$ cat src/rtl/dm_arb_pkg.sv
// Shared types for the data-memory port arbiter: FSM state and owner encodings,
// default widths and a small owner helper.
package dm_arb_pkg;

    typedef enum logic [1:0] {
        IDLE  = 2'd0,
        ISSUE = 2'd1,
        RESP  = 2'd2
    } state_t;

    typedef enum logic {
        OWN_CPU = 1'b0,
        OWN_EXT = 1'b1
    } owner_t;

    localparam int DATA_W_DEF = 32;
    localparam int BYTEEN_W   = DATA_W_DEF / 8;

    function automatic owner_t other_owner(input owner_t o);
        return (o == OWN_CPU) ? OWN_EXT : OWN_CPU;
    endfunction

endpackage

$ cat src/rtl/dm_arb_hold.sv
// Request holding register for the arbiter: captures the granted request's
// address, byte enables, write data and PC on load; cleared by async reset.
module dm_arb_hold
    import dm_arb_pkg::*;
#(
    parameter int ADDR_W = 32,
    parameter int DATA_W = DATA_W_DEF,
    parameter int BE_W   = DATA_W / 8
) (
    input  logic              clk,
    input  logic              reset,
    input  logic              load,
    input  logic [ADDR_W-1:0] d_addr,
    input  logic [BE_W-1:0]   d_byteen,
    input  logic [DATA_W-1:0] d_wdata,
    input  logic [31:0]       d_pc,
    output logic [ADDR_W-1:0] q_addr,
    output logic [BE_W-1:0]   q_byteen,
    output logic [DATA_W-1:0] q_wdata,
    output logic [31:0]       q_pc
);

    always_ff @(posedge clk or posedge reset) begin
        if (reset) begin
            q_addr   <= '0;
            q_byteen <= '0;
            q_wdata  <= '0;
            q_pc     <= '0;
        end else if (load) begin
            q_addr   <= d_addr;
            q_byteen <= d_byteen;
            q_wdata  <= d_wdata;
            q_pc     <= d_pc;
        end
    end

endmodule

$ cat src/rtl/dm_port_arbiter.sv
// Shares one data-memory port between the CPU M-stage and an external requester.
// Fixed CPU priority by default; define DM_ARB_RR_EN for round-robin tie breaking.
module dm_port_arbiter
    import dm_arb_pkg::*;
#(
    parameter int ADDR_W = 32,
    parameter int DATA_W = DATA_W_DEF
) (
    input  logic                clk,
    input  logic                reset,
    input  logic                cpu_req,
    input  logic [ADDR_W-1:0]   cpu_addr,
    input  logic [DATA_W/8-1:0] cpu_byteen,
    input  logic [DATA_W-1:0]   cpu_wdata,
    input  logic [31:0]         cpu_pc,
    output logic [DATA_W-1:0]   cpu_rdata,
    output logic                cpu_done,
    output logic                cpu_stall,
    input  logic                ext_req,
    input  logic [ADDR_W-1:0]   ext_addr,
    input  logic [DATA_W/8-1:0] ext_byteen,
    input  logic [DATA_W-1:0]   ext_wdata,
    output logic [DATA_W-1:0]   ext_rdata,
    output logic                ext_done,
    output logic [ADDR_W-1:0]   m_data_addr,
    output logic [DATA_W/8-1:0] m_data_byteen,
    output logic [DATA_W-1:0]   m_data_wdata,
    input  logic [DATA_W-1:0]   m_data_rdata,
    output logic [31:0]         m_inst_addr,
    output logic [1:0]          dbg_state
);

    localparam int BE_W = DATA_W / 8;

    state_t            state, state_nxt;
    owner_t            owner, grant_own, idle_pick;
    logic              grant;
    logic              cpu_done_q, ext_done_q;
    logic [DATA_W-1:0] cpu_rdata_q, ext_rdata_q;
    logic [ADDR_W-1:0] hold_addr;
    logic [BE_W-1:0]   hold_byteen;
    logic [DATA_W-1:0] hold_wdata;
    logic [31:0]       hold_pc;

`ifdef DM_ARB_RR_EN
    owner_t last_owner;

    // Starts as "EXT last" so the CPU takes the first tie after reset.
    always_ff @(posedge clk or posedge reset) begin
        if (reset)      last_owner <= OWN_EXT;
        else if (grant) last_owner <= grant_own;
    end

    always_comb begin
        idle_pick = cpu_req ? OWN_CPU : OWN_EXT;
        if (cpu_req && ext_req) idle_pick = other_owner(last_owner);
    end
`else
    always_comb begin
        idle_pick = cpu_req ? OWN_CPU : OWN_EXT;
    end
`endif

    always_comb begin
        state_nxt = state;
        grant     = 1'b0;
        grant_own = owner;
        case (state)
            IDLE: begin
                if (cpu_req || ext_req) begin
                    grant     = 1'b1;
                    grant_own = idle_pick;
                    state_nxt = ISSUE;
                end
            end
            ISSUE: state_nxt = RESP;
            RESP: begin
                // The completing owner sits out; only the other side can chain in.
                state_nxt = IDLE;
                if ((owner == OWN_CPU) ? ext_req : cpu_req) begin
                    grant     = 1'b1;
                    grant_own = other_owner(owner);
                    state_nxt = ISSUE;
                end
            end
            default: state_nxt = IDLE;
        endcase
    end

    always_ff @(posedge clk or posedge reset) begin
        if (reset) begin
            state       <= IDLE;
            owner       <= OWN_CPU;
            cpu_done_q  <= 1'b0;
            ext_done_q  <= 1'b0;
            cpu_rdata_q <= '0;
            ext_rdata_q <= '0;
        end else begin
            state      <= state_nxt;
            if (grant) owner <= grant_own;
            cpu_done_q <= (state == ISSUE) && (owner == OWN_CPU);
            ext_done_q <= (state == ISSUE) && (owner == OWN_EXT);
            if (cpu_done_q) cpu_rdata_q <= m_data_rdata;
            if (ext_done_q) ext_rdata_q <= m_data_rdata;
        end
    end

    dm_arb_hold #(
        .ADDR_W (ADDR_W),
        .DATA_W (DATA_W),
        .BE_W   (BE_W)
    ) u_hold (
        .clk      (clk),
        .reset    (reset),
        .load     (grant),
        .d_addr   ((grant_own == OWN_CPU) ? cpu_addr   : ext_addr),
        .d_byteen ((grant_own == OWN_CPU) ? cpu_byteen : ext_byteen),
        .d_wdata  ((grant_own == OWN_CPU) ? cpu_wdata  : ext_wdata),
        .d_pc     ((grant_own == OWN_CPU) ? cpu_pc     : 32'h0),
        .q_addr   (hold_addr),
        .q_byteen (hold_byteen),
        .q_wdata  (hold_wdata),
        .q_pc     (hold_pc)
    );

    // Read data is live during the done cycle and held afterwards.
    assign cpu_rdata     = cpu_done_q ? m_data_rdata : cpu_rdata_q;
    assign ext_rdata     = ext_done_q ? m_data_rdata : ext_rdata_q;
    assign cpu_done      = cpu_done_q;
    assign ext_done      = ext_done_q;
    assign cpu_stall     = cpu_req && !cpu_done_q;
    assign m_data_addr   = hold_addr;
    assign m_data_wdata  = hold_wdata;
    assign m_data_byteen = (state == ISSUE) ? hold_byteen : '0;
    assign m_inst_addr   = hold_pc;
    assign dbg_state     = state;

endmodule

$ cat config.mk
export PLATFORM = sky130hd
export DESIGN_NAME = dm_port_arbiter
export DESIGN_NICKNAME = d
export VERILOG_FILES = /design/src/rtl/dm_arb_pkg.sv /design/src/rtl/dm_arb_hold.sv /design/src/rtl/dm_port_arbiter.sv
export SDC_FILE = /design/constraint.sdc
export NUM_CORES = 1
export LEC_CHECK = 0
export CELL_PAD_IN_SITES_DETAIL_PLACEMENT = 0
export CELL_PAD_IN_SITES_GLOBAL_PLACEMENT = 1
export CORE_ASPECT_RATIO = 0.8
export CORE_MARGIN = 2
export CORE_UTILIZATION = 30
export CTS_BUF_LIST = sky130_fd_sc_hd__clkbuf_8
export DETAILED_ROUTE_END_ITERATION = 16
export GPL_TIMING_DRIVEN = 0
export PLACE_DENSITY = 0.82
export SLEW_MARGIN = 15
export SYNTH_ARGS = -nofsm -noshare
export SYNTH_HDL_FRONTEND = slang
export SYNTH_SLANG_ARGS = --single-unit
$ cat constraint.sdc
create_clock -name clk -period 8.04 [get_ports clk]
set_input_delay 1.608 -clock clk [delete_from_list [all_inputs] [get_ports clk]]
set_output_delay 1.608 -clock clk [all_outputs]
set_load 0.02 [all_outputs]
# == Yosys cells after proc, flatten, opt, wreduce, memory -nomap -nowiden ==
# Cells that the tools add are included.
# op_classes
bitwise,1
n_mux,19
n_reduce_logical,6
eq_ne,3
# op_table
op,count
2-to-1 mux 32 bit,5
2-to-1 mux 1 bit,8
2-to-1 mux 4 bit,2
case mux 2 bit (3 select lines),1
case mux 1 bit (2 select lines),2
logical AND 1 bit,3
"== test 2 x 1 -> 1 bit, second input constant",1
"== test 2 bit, second input constant",1
zero test 2 bit,1
2-to-1 mux 2 bit,1
"inequality test 2 bit, second input constant",1
zero test 1 bit,1
logical OR 1 bit,1
inverter 1 bit,1
# word_totals
word_cells,39
ff_bits,169
inputBits,204

# == Longest topological paths before layout ==
# logic_depth
ltp_word,4
depth_mapped,7
ltp_nobuf,4

# == Modules after synthesis ==
# Synthesis repeated with hierarchy kept, for this count alone.
# unflattened
cells_unflattened,483
hier_area_um2,8157.8
# by_module_without_submodules
module,area_each_um2,cells_each,instances,seq_area_each_um2
dm_arb_hold,4219.0,212,1,2502.4
dm_port_arbiter,3938.8,271,1,1726.7

# == Worst setup path after synthesis ==
# No wires, ideal clock.
# synth_timing
path_type,input to output
start,in cpu_req
end,out cpu_stall
t_required_ns,6.432
t_arrival_ns,1.938
cell_stages,2
n_path_buf,0
slack_ns,4.494
cell_sequence,inv_1 -> nor2_1
# synth_via
elab_chain_cells,1
# synth_rtl
element,line_no,text
start: declaration,dm_port_arbiter.sv:11,"input logic cpu_req,"
logical AND 1 bit,dm_port_arbiter.sv:131,assign cpu_stall = cpu_req && !cpu_done_q;
end: declaration,dm_port_arbiter.sv:18,"output logic cpu_stall,"
# Every way passes these cells.

# == Final worst setup path ==
# Same ends and word-level chain as after synthesis.

==> summary.md <==
| Metric | Value |
|---|---|
| Unique masters post-synth | `22` |
| Async SR Flop Fraction | `100.0%` |
| Post-Synthesis Cells | `526` |
| Worst slack after detailed placement | `3.494 ns` |
| Num CTS Buffers | `17` |
| Leakage | `4.925 nW` |
| Slowest stage delay, CP | `0.63 ns` |
| Die height | `about 140 microns` |
| Remaining DRCs | `0` |
| Max Cap Viol | `0` |
| Total power | `about 5.0 mW` |
| Post-CTS resize count | `0` |
| Post-placement cell area | `11020 sq um` |
| CTS tree | `yes` |
| Post-synthesis sequential area ratio | `61.52%` |
| Initial DRC Count | `between 150 and 200` |
| Wl on met1 | `9456 microns` |
| Final critical-path share of the clock period | `56.47%` |
| Final hold violation count | `0` |
| Routed WL | `approximately 22000 microns` |
| Crit start category | `input pin` |
| CTS Sinks | `169` |
| Routed wl met3 | `1679 microns` |
| CP Cell Sequence | `clkdlybuf4s50_1 -> inv_1 -> nor2_1 -> clkdlybuf4s50_1` |
| Longest Clk Path Bufs | `2` |
| Clk root buf | `clkbuf_8` |
| EDFF count, synth | `0` |
| Drt via density | `4.497` |
| Area growth, synth to finish | `66.56%` |
| Crit end category | `output pin` |
| Slew at the pin closest to its max-slew limit | `0.7743 ns` |
| CP top delay family | `buffers and inverters` |
| Final Max Tran Viols | `0` |
| Nets | `1122` |
| Starting Density | `a little under a third` |
| Number of core rows | `49` |
| Mapped cell area | `a little under 7000 sq um` |
| Most frequent cell after synthesis | `dfrtp_1` |
| Number of port buffers | `372` |
| CTS Hold Buffers Added | `0` |
| Critical path required time | `6.43 ns` |
| Worst-path fanout max | `3` |
| Post-detailed-route wirelength per cell | `approximately 18 microns` |
| Share of post-route cells with drive strength above 1 | `12.89%` |
| Area share of the largest cell type after synthesis | `between 60% and 70%` |
| I/O pins | `~370` |
| Crit-path slowest cell | `clkdlybuf4s50_1` |
| RSZ-0062 raised after global routing | `false` |
| Worst hold margin | `between 0.4 and 0.5 ns` |
| Slew HR | `a little under half` |
| Fmax achieved | `220.3 MHz` |
| Pwr Density | `roughly 430 nW/um^2` |
| Congestion Overflow GR | `0` |
| Initial antenna violation count | `1` |
| First-pass GRT wire length | `34510 microns` |
| Synth area leaders | `dfrtp_1 62%, mux2_2 10%, mux2i_1 9.9%` |
| Top post-synthesis cells by count | `169 x dfrtp_1, 68 x mux2i_1, 68 x nand2_1, 64 x mux2_2, 59 x o21ai_0` |
| Max layer used | `met4` |
| Routed length on met2 | `10620 microns` |
| GRT Total Usage | `18.47%` |
| Status | `finished, final reports clean` |
| Final worst setup slack | `around 3.5 ns` |
| Postcts setup bufs | `0` |
| Clk pin slew, worst setup/hold paths | `~0.1 ns` |
| Crit path DAT | `2.93 ns` |
| Hold Crit Class | `reg -> reg` |
| Core area | `approximately 23000 sq um` |
| Via Count | `5567` |
| Vias in the first global route | `5891` |
| Max VDD drop | `between 150 and 200 uV` |
| DR pass1 iterations | `4` |
| Synth area leader | `dfrtp_1` |
| Largest net degree at the start of global routing | `94` |
| Most common cell on crit path | `clkdlybuf4s50_1` |
| ANT nets after route | `0` |
| Fin crit period | `4.540 ns` |
| Fin area | `11450 sq um` |
| Layout Utilization | `50.89%` |
| Die area | `24150 sq um` |
| Gpl congestion | `between 0.8 and 0.9` |
| Buf+Inv Stages, Crit Path | `3` |
| Htree depth | `4` |
| CP Class | `in -> out` |
| Clock Skew | `~0.012 ns` |
| Synthesized Nets | `730` |
| Synth warn | `0` |
| Post-synth top flop | `dfrtp_1` |
| Flops & latches, synth | `169` |
| Clock Latency Late Sink | `0.45 ns` |
| Hpwl dp | `17130 microns` |
| Final setup viols | `0` |
| Die W | `173.2 microns` |
| Avg Cell Area, Syn | `13.07 sq um` |
metal layers:
layer  vias to the layer above  global-route usage (%)
met2                       221                   30.99
li1                       2629                       -
met5                         -                       0
met1                      2699                   22.57
met4                         0                   5.397
met3                        18                   6.393
worst min-delay path: stages, from the launching register on:
cell	delay (ns)
dfrtp_1	0.34
nand2_1	0.05
o21ai_1	0.06
logic make-up after synthesis:
logic type / after synthesis / share of synthesized area, %
AOI/OAI and AO/OA: 103 / 9.592
muxes: 132 / 20.39
buffers and inverters: 42 / 3.804
DFF: 169 / 61.52
and+or+nand+nor: 80 / 4.696
layout make-up:
type	instances	area [sq um]
clock inverter	15	197.7
clock buffer	17	234.0
timing repair buffer	373	3751
fill	2043	11050
multi-input combinational	315	2384
sequential	169	4229
inverter	5	26.28
tap	306	382.9
antenna	1	2.502
buffer	37	242.7
flip-flops by register name, summed over array words and instances, names as in the netlist:
signal	cells
cpu_rdata_q	32
dbg_state	2
owner	1
cpu_done	1
u_hold.q_byteen	4
u_hold.q_addr	32
u_hold.q_pc	32
ext_rdata_q	32
ext_done	1
u_hold.q_wdata	32
through the flow:
| step | cells | TNS, ns |
|---|---|---|
| global placement | 1204 | -92.80 |
| CTS | 1237 | 0 |
| floorplan | 526 | 0 |
| finish | 1238 | 0 |
| detailed placement | 1205 | 0 |
| global route | 1238 | 0 |
worst paths after layout:
| check | start | to | slack [ns] | cells after the start |
|---|---|---|---|---|
| worst max-delay path | cpu_req | cpu_stall | 3.50 | 4 |
| worst min-delay path | u_hold.q_byteen[3] | u_hold.q_byteen[3] | 0.48 | 2 |
| worst max register to register | dbg_state[1] | u_hold.q_pc[1] | 6.10 | 4 |
| worst min register to register | u_hold.q_byteen[3] | u_hold.q_byteen[3] | 0.48 | 2 |
| max in group asynchronous | reset | u_hold.q_wdata[15] | 5.58 | 3 |
| min in group asynchronous | reset | u_hold.q_pc[23] | 1.61 | 2 |
placed cells by master (no fill, tap or decap), types with 2 or more instances in the layout:
cell type and instances:
clkbuf_8 17, clkinv_4 3, buf_1 3, clkdlybuf4s50_1 372, nand2_1 68, buf_4 2
inv_8 7, o21ai_1 9, nor3_1 2, mux2_2 64, inv_1 4, nor2_1 2
clkbuf_1 14, buf_2 9, nor2b_1 2, mux2i_1 68, clkinv_8 4, and2_1 5
o21ai_0 59, buf_6 7, buf_12 2, dfrtp_1 169, a22o_1 32
power breakdown:
part	switching [mW]	internal [mW]
sequential	0.182	1.27
clock	0.370	0.270
combinational	1.47	1.40
total	2.03	2.94
Power figures use the tool's default switching activity.
